<file path="src/rtl/mmcm_drp_pkg.sv">
// Shared types and constants for the MMCM DRP reconfiguration sequencer
// and its preset table.
package mmcm_drp_pkg;

  localparam int unsigned DRP_AW = 7;
  localparam int unsigned DRP_DW = 16;

  typedef enum logic [3:0] {
    IDLE,
    RST_ASSERT,
    FETCH,
    RD_REQ,
    RD_WAIT,
    WR_REQ,
    WR_WAIT,
    NEXT,
    RST_RELEASE,
    LOCK_WAIT,
    DONE,
    ERROR
  } state_t;

  typedef enum logic [1:0] {
    ERR_NONE = 2'd0,
    ERR_DRDY = 2'd1,
    ERR_LOCK = 2'd2
  } err_t;

  // Mask bit set keeps the bit read back from the MMCM.
  function automatic logic [DRP_DW-1:0] drp_merge(
    input logic [DRP_DW-1:0] rd,
    input logic [DRP_DW-1:0] mask,
    input logic [DRP_DW-1:0] data
  );
    return (rd & mask) | (data & ~mask);
  endfunction

endpackage

</file>
<file path="src/rtl/mmcm_drp_reconfig.sv">
// Replays one preset as DRP read-modify-write cycles while holding the MMCM
// in reset, then releases it and waits for a stable LOCKED.
module mmcm_drp_reconfig
  import mmcm_drp_pkg::*;
#(
  parameter int unsigned SEL_W        = 2,
  parameter int unsigned NUM_REGS     = 23,
  parameter int unsigned IDX_W        = 5,
  parameter int unsigned RST_HOLD     = 4,
  parameter int unsigned DRDY_TIMEOUT = 1023,
  parameter int unsigned LOCK_TIMEOUT = 65535
) (
  input  logic                   clk_in,
  input  logic                   rst_n,
  input  logic                   start,
  input  logic [SEL_W-1:0]       cfg_sel,
  output logic                   busy,
  output logic                   done,
  output logic                   err,
  output logic [1:0]             err_code,
  output logic [SEL_W-1:0]       cur_sel,
  output logic [SEL_W+IDX_W-1:0] tbl_idx,
  input  logic [DRP_AW-1:0]      tbl_addr,
  input  logic [DRP_DW-1:0]      tbl_mask,
  input  logic [DRP_DW-1:0]      tbl_data,
  output logic [DRP_AW-1:0]      drp_daddr,
  output logic                   drp_den,
  output logic                   drp_dwe,
  output logic [DRP_DW-1:0]      drp_di,
  input  logic [DRP_DW-1:0]      drp_do,
  input  logic                   drp_drdy,
  output logic                   mmcm_rst,
  input  logic                   mmcm_locked
);

  localparam int unsigned MAX_A = (DRDY_TIMEOUT > LOCK_TIMEOUT) ? DRDY_TIMEOUT : LOCK_TIMEOUT;
  localparam int unsigned MAX_W = (MAX_A > RST_HOLD) ? MAX_A : RST_HOLD;
  localparam int unsigned CNT_W = $clog2(MAX_W + 1);

  state_t            state, state_nxt;
  logic [CNT_W-1:0]  cnt;
  logic [SEL_W-1:0]  sel_q, cur_sel_q;
  logic [IDX_W-1:0]  entry_q;
  logic [DRP_AW-1:0] addr_q;
  logic [DRP_DW-1:0] mask_q, data_q, di_q;
  err_t              err_q;
  logic              rst_q, init_q;
  logic [1:0]        lock_ff;
  logic              lock_s, lock_seen;
  logic              last_entry, drdy_hit, lock_hit;

  assign lock_s     = lock_ff[1];
  assign last_entry = (entry_q == IDX_W'(NUM_REGS - 1));
  assign drdy_hit   = (cnt == CNT_W'(DRDY_TIMEOUT - 1));
  assign lock_hit   = (cnt == CNT_W'(LOCK_TIMEOUT - 1));

  assign tbl_idx   = {sel_q, entry_q};
  assign drp_daddr = addr_q;
  assign drp_di    = di_q;
  assign err_code  = err_q;
  assign cur_sel   = cur_sel_q;
  assign mmcm_rst  = rst_q;

  always_ff @(posedge clk_in or negedge rst_n) begin
    if (!rst_n) state <= IDLE;
    else        state <= state_nxt;
  end

  always_comb begin
    state_nxt = state;
    busy      = (state != IDLE);
    done      = 1'b0;
    err       = 1'b0;
    drp_den   = 1'b0;
    drp_dwe   = 1'b0;
    case (state)
      IDLE:        if (start) state_nxt = RST_ASSERT;
      RST_ASSERT:  if (cnt == CNT_W'(RST_HOLD - 1)) state_nxt = FETCH;
      FETCH:       if (cnt == CNT_W'(1)) state_nxt = RD_REQ;
      RD_REQ: begin
        drp_den   = 1'b1;
        state_nxt = RD_WAIT;
      end
      RD_WAIT: begin
        // drdy wins over a timeout hitting in the same cycle
        if (drp_drdy)      state_nxt = WR_REQ;
        else if (drdy_hit) state_nxt = ERROR;
      end
      WR_REQ: begin
        drp_den   = 1'b1;
        drp_dwe   = 1'b1;
        state_nxt = WR_WAIT;
      end
      WR_WAIT: begin
        if (drp_drdy)      state_nxt = NEXT;
        else if (drdy_hit) state_nxt = ERROR;
      end
      NEXT:        state_nxt = last_entry ? RST_RELEASE : FETCH;
      RST_RELEASE: state_nxt = LOCK_WAIT;
      LOCK_WAIT: begin
        if (lock_s && lock_seen) state_nxt = DONE;
        else if (lock_hit)       state_nxt = ERROR;
      end
      DONE: begin
        done      = 1'b1;
        state_nxt = IDLE;
      end
      ERROR: begin
        err       = 1'b1;
        state_nxt = IDLE;
      end
      default:     state_nxt = IDLE;
    endcase
  end

  always_ff @(posedge clk_in or negedge rst_n) begin
    if (!rst_n) begin
      cnt       <= '0;
      sel_q     <= '0;
      cur_sel_q <= '0;
      entry_q   <= '0;
      addr_q    <= '0;
      mask_q    <= '0;
      data_q    <= '0;
      di_q      <= '0;
      err_q     <= ERR_NONE;
      rst_q     <= 1'b1;
      init_q    <= 1'b1;
      lock_ff   <= '0;
      lock_seen <= 1'b0;
    end else begin
      // cnt measures time spent in the current state
      cnt       <= (state_nxt != state || state == IDLE) ? '0 : cnt + 1'b1;
      lock_ff   <= {lock_ff[0], mmcm_locked};
      lock_seen <= (state == LOCK_WAIT) && lock_s;
      init_q    <= 1'b0;
      if (state == IDLE && start) begin
        sel_q   <= cfg_sel;
        entry_q <= '0;
        err_q   <= ERR_NONE;
        rst_q   <= 1'b1;
      end else if (state == RST_RELEASE || init_q) begin
        rst_q   <= 1'b0;
      end
      if (state == FETCH && cnt == CNT_W'(1)) begin
        addr_q <= tbl_addr;
        mask_q <= tbl_mask;
        data_q <= tbl_data;
      end
      if (state == RD_WAIT && drp_drdy) di_q <= drp_merge(drp_do, mask_q, data_q);
      if (state == NEXT && !last_entry) entry_q <= entry_q + 1'b1;
      if (state_nxt == DONE) cur_sel_q <= sel_q;
      if (state_nxt == ERROR) err_q <= (state == LOCK_WAIT) ? ERR_LOCK : ERR_DRDY;
    end
  end

endmodule
</file>
<file path="config.mk">
export PLATFORM = sky130hd
export DESIGN_NAME = mmcm_drp_reconfig
export DESIGN_NICKNAME = d
export VERILOG_FILES = /design/src/rtl/mmcm_drp_pkg.sv /design/src/rtl/mmcm_drp_reconfig.sv
export SDC_FILE = /design/constraint.sdc
export NUM_CORES = 1
export LEC_CHECK = 0
export ABC_AREA = 1
export BUFFER_PORTS_ARGS = -buffer_cell sky130_fd_sc_hd__buf_2
export CAP_MARGIN = 20
export CORE_MARGIN = 5
export CORE_UTILIZATION = 41
export DETAILED_ROUTE_END_ITERATION = 10
export GPL_ROUTABILITY_DRIVEN = 0
export SLEW_MARGIN = 20
export SYNTH_ARGS = -nofsm -noshare
export SYNTH_HDL_FRONTEND = slang
export SYNTH_SLANG_ARGS = --single-unit
</file>
<file path="constraint.sdc">
create_clock -name clk_in -period 4.92 [get_ports clk_in]
set_input_delay 0.984 -clock clk_in [delete_from_list [all_inputs] [get_ports clk_in]]
set_output_delay 0.984 -clock clk_in [all_outputs]
set_load 0.02 [all_outputs]
</file>
== Word level (Yosys, flattened, before mapping) ==
Index checks and enable logic that the tools add are counted.
Storage, ports and cells
  bits in registers: 91
  bits of input ports: 62
Cells by class
  add/sub/neg operators: 2
  equal/unequal tests: 19
  multiplexer cells: 22
  bitwise gates (word level): 4
  reductions and logical operators: 15
Operators with widths (count)
  one-hot mux 4 bit (10 select lines): 1
  2-to-1 mux 4 bit: 9
  AND 16 bit: 2
  equality test 4 bit, second input constant: 6
  adder 16 x 1 -> 16 bit, second input constant: 1
  equality test 16 x 1 -> 1 bit, second input constant: 1
  equality test 16 x 10 -> 1 bit, second input constant: 1
  equality test 16 bit, second input constant: 1
  equality test 16 x 2 -> 1 bit, second input constant: 1
  equality test 4 x 3 -> 1 bit, second input constant: 4
  2-to-1 mux 16 bit: 1
  inverter 16 bit: 1
  bitwise OR 16 bit: 1
  2-to-1 mux 5 bit: 2
  equality test 4 x 2 -> 1 bit, second input constant: 2
  logical AND 1 bit: 6
  2-to-1 mux 1 bit: 6
  2-to-1 mux 2 bit: 3
  nonzero test 2 bit: 3
  adder 5 x 1 -> 5 bit, second input constant: 1
  equality test 5 bit, second input constant: 1
  equality test 4 x 1 -> 1 bit, second input constant: 1
  zero test 4 bit: 1
  inequality test 4 bit: 1
  other kinds (4): 5

== Depth between registers and ports, before layout ==
  word-level depth: 7
  gate-level depth with buffers: 15
  gate-level depth less buffers: 15

== Least setup slack after synthesis ==
No wires, ideal clock.
  path kind: reg-to-output
  start point: register state[0]
  end point: output port drp_den
  arrival: 1.082 ns
  data required time: 3.936 ns
  slack: 2.854 ns
  cell stages (with the launch flop): 7
  path buffers: 0
  path through: dfrtp_1 inv_2 nor2_4 nand2_1 inv_1 nor2_1 inv_1
On the way
  cells in the longest elaborated chain, start to end: 3
  elaborated cells on any way between the ends: 4
  classes of those cells: eq/ne (2); mux (1); reduce/logical (1)
Ends and longest elaborated chain
  start, declared: RTL line mmcm_drp_reconfig.sv:40  | state_t state, state_nxt;
  start signal, assigned: RTL line mmcm_drp_reconfig.sv:66  | else state <= state_nxt;
  equality test 4 x 3 -> 1 bit / equality test 4 x 2 -> 1 bit (equally long branches): RTL line mmcm_drp_reconfig.sv:76  | case (state)
  OR reduction 2 bit (no line) (*)
  2-to-1 mux 1 bit (*): RTL line mmcm_drp_reconfig.sv:76
  end, declared: RTL line mmcm_drp_reconfig.sv:27  | output logic drp_den,
Every way passes the cells marked *; elsewhere a longest branch is shown, timed or not.

== Worst setup path in the final report ==
  start point: register state[1]
  end point: output port drp_den
Same word-level chain as after synthesis.

==> flow_summary.json <==
{
  "die_y_um": 113,
  "antenna_found_initial": 0,
  "vias_per_cell": 4.68,
  "status": "complete, no violations",
  "root_buffer": "clkbuf_8",
  "met3_wirelength_um": 561,
  "postCtsSetupRepairBufs": 0,
  "clock_path_buffers": 2,
  "drc": 0,
  "cts_buffers": 9,
  "place_hpwl_um": 7130,
  "netlist.area_leader.share_pct": 51.1,
  "grt_max_degree": 57,
  "critPathMaxFanout": 9,
  "post_drt_wl_per_cell_um": 12.9,
  "n_fill_cell": 1007,
  "min_period_over_period_pct": 54.1,
  "dp.cells": 738,
  "critPathKind": "register to output pin",
  "leakagePower_nw": 2.60,
  "cts_tree": "yes",
  "synth_edf_count": 0,
  "slew_violations": 0,
  "synth_area_mm2": 0.00436,
  "synthesis.nets": 581,
  "yosys.area.top_type": "dfrtp_1",
  "die_area_mm2": 0.0128,
  "initial_core_util_pct": 42.2,
  "n_antenna_cell": 0,
  "setup_viol": 0,
  "instances_no_fill": 754,
  "clk_pin_slew_ps": 80,
  "vias": 3531,
  "tightest_slew_ps": 664,
  "worstSetupEndpointType": "output pin",
  "synth.distinct_cells": 35,
  "arrival_ps": 1680,
  "grt_pass1_vias": 3462,
  "drive_above_1_share_pct": 26.9,
  "r2r_setup_slack_ps": 2830,
  "maxCapViolations": 0,
  "clock_sinks": 91,
  "min_period_ps": 2660,
  "grt_overflow": 0,
  "syn_avg_cell_area_um2": 8.48,
  "synth_ff_type": "dfrtp_1",
  "endpoint": "drp_den",
  "fp.coreArea_mm2": 0.0103,
  "synthCells": 514,
  "ioPinCount": 102,
  "grt_first_pass_wirelength_um": 16400,
  "fin_nets": 681,
  "ir_worst_vdd_v": 0.000218,
  "topRoutingLayerUsed": "met4",
  "wl_um": 9760,
  "async_flop_share_pct": 100,
  "holdBufCountCts": 0,
  "io_buffers": 101,
  "rsz0062_at_grt": "no",
  "tns_ps": 0,
  "min_path_type": "register to register",
  "p_per_area_mw_per_mm2": 525,
  "initialDrtViolationCount": 214,
  "required_ps": 3940,
  "cts_resized": 0,
  "wl_met2_um": 4410,
  "firstDrtPassIters": 4,
  "fmaxAchievable_mhz": 376,
  "synthTopCellsByCount": "nand2_1 (146), dfrtp_1 (89), nor2_1 (61)",
  "slew_headroom_pct": 55.8,
  "rr_worst_depth": 10,
  "dieWidth_um": 113,
  "clock_latency_ps": 360,
  "htreeDepth": 3,
  "cp-start-kind": "register",
  "grt_usage_pct": 15.8,
  "std_cell_rows": 37,
  "crit_start": "state[1]",
  "synth-seq-cells": 91,
  "area_growth_pct": 19.4,
  "timing.rr.start": "state[1]",
  "ant_nets": 0,
  "skew_ps": 9.30,
  "wl_met1_um": 4610,
  "synthTopCellsByArea": "dfrtp_1 (51%), nand2_1 (13%), nor2_1 (5.3%), inv_1 (3.8%), a21oi_1 (3.7%)",
  "rr_endpoint": "cnt[3]",
  "hold_viol_final": 0,
  "seq_area_frac_synth_pct": 52.3,
  "synth_warnings": 0,
  "yosysMostFrequentCell": "nand2_1"
}
-- how the worst min path moves through the flow --
stage               startpoint    endpoint  slack, ps  cells after the start
finish              lock_ff[0]  lock_ff[1]        380                      0
global route        lock_ff[0]  lock_ff[1]        390                      0
CTS                 lock_ff[0]  lock_ff[1]        390                      0
detailed placement  lock_ff[0]  lock_ff[1]        350                      0
global placement    lock_ff[0]  lock_ff[1]        350                      0
floorplan           lock_ff[0]  lock_ff[1]        330                      0
-- final cells by class --
class | count | area, um^2 | share of cell area [%]
clock buffers | 10 | 128 | 2.45
multi-input cells | 353 | 1770 | 34.0
well taps | 136 | 170 | 3.27
repair buffers | 104 | 543 | 10.4
flip-flops and latches | 91 | 2280 | 43.8
clock inverters | 5 | 103 | 1.97
inverters | 55 | 206 | 3.97
-- per-stage QoR --
stage / setup WS, ps / cell area (um^2) / power (mW) / utilization [%] / hold slack, ps
after floorplan: 2850 / 4360 / 1.89 / - / 331
after global placement: 2390 / 4950 / 2.14 / 47.9 / 351
after detailed placement: 2290 / 4950 / 2.16 / 47.9 / 345
after CTS: 2230 / 5180 / 2.76 / 50.2 / 386
after global routing: 2130 / 5200 / 2.93 / 50.4 / 394
final: 2260 / 5200 / 2.73 / 50.4 / 381
-- registers in the layout, summed over array words and instances (netlist names), 4 cells and up --
register,flops
cnt,16
data_q,16
drp_daddr,7
drp_di,16
entry_q,5
mask_q,16
state,4
-- report_power, final --
part	leakage, nW	total [mW]	internal (mW)	switching (mW)
Sequential	1.07	1.15	1.01	0.144
Clock	0.112	0.593	0.334	0.259
Combinational	1.42	0.985	0.329	0.656
-- cells by family (layout without fill, tap and decap cells) --
family,Yosys count,count (layout),synth area share [%]
simple gates,270,270,28.5
flops,91,91,52.3
compound gates,62,62,7.41
fa+ha+maj,5,5,1.44
other cells,1,1,0.0861
buf+inv,70,174,7.27
xor+xnor,15,15,3.02
-- routing by layer --
layer / vias to the layer above / global-route usage [%]
li1: 1805 / -
met1: 1623 / 21.6
met2: 90 / 24.4
met3: 13 / 3.53
met4: 0 / 6.41
met5: - / 0
-- layout by cell type (no fill, tap or decap), types with 2 or more instances in the layout --
master / instances
nand2_1: 146
nor2_4: 4
nand2_4: 2
nand4_2: 2
nor3_1: 7
o21ai_1: 4
inv_1: 44
clkbuf_8: 9
nor2_1: 61
o21ai_0: 22
nor3_2: 12
buf_4: 3
nand4_1: 3
inv_2: 10
buf_2: 100
a21oi_1: 32
nand3_1: 17
ha_1: 5
dfrtp_1: 89
xor2_1: 10
xnor2_1: 5
nor2_2: 10
bufinv_16: 3
dfstp_2: 2
-- worst max-delay path, stage by stage (launching register included) --
cell     delay, ps
dfrtp_1        600
nand2_1        170
nor2_1         230
nor2_1         100
inv_1           60
buf_2          150
Power figures use the tool's default switching activity.
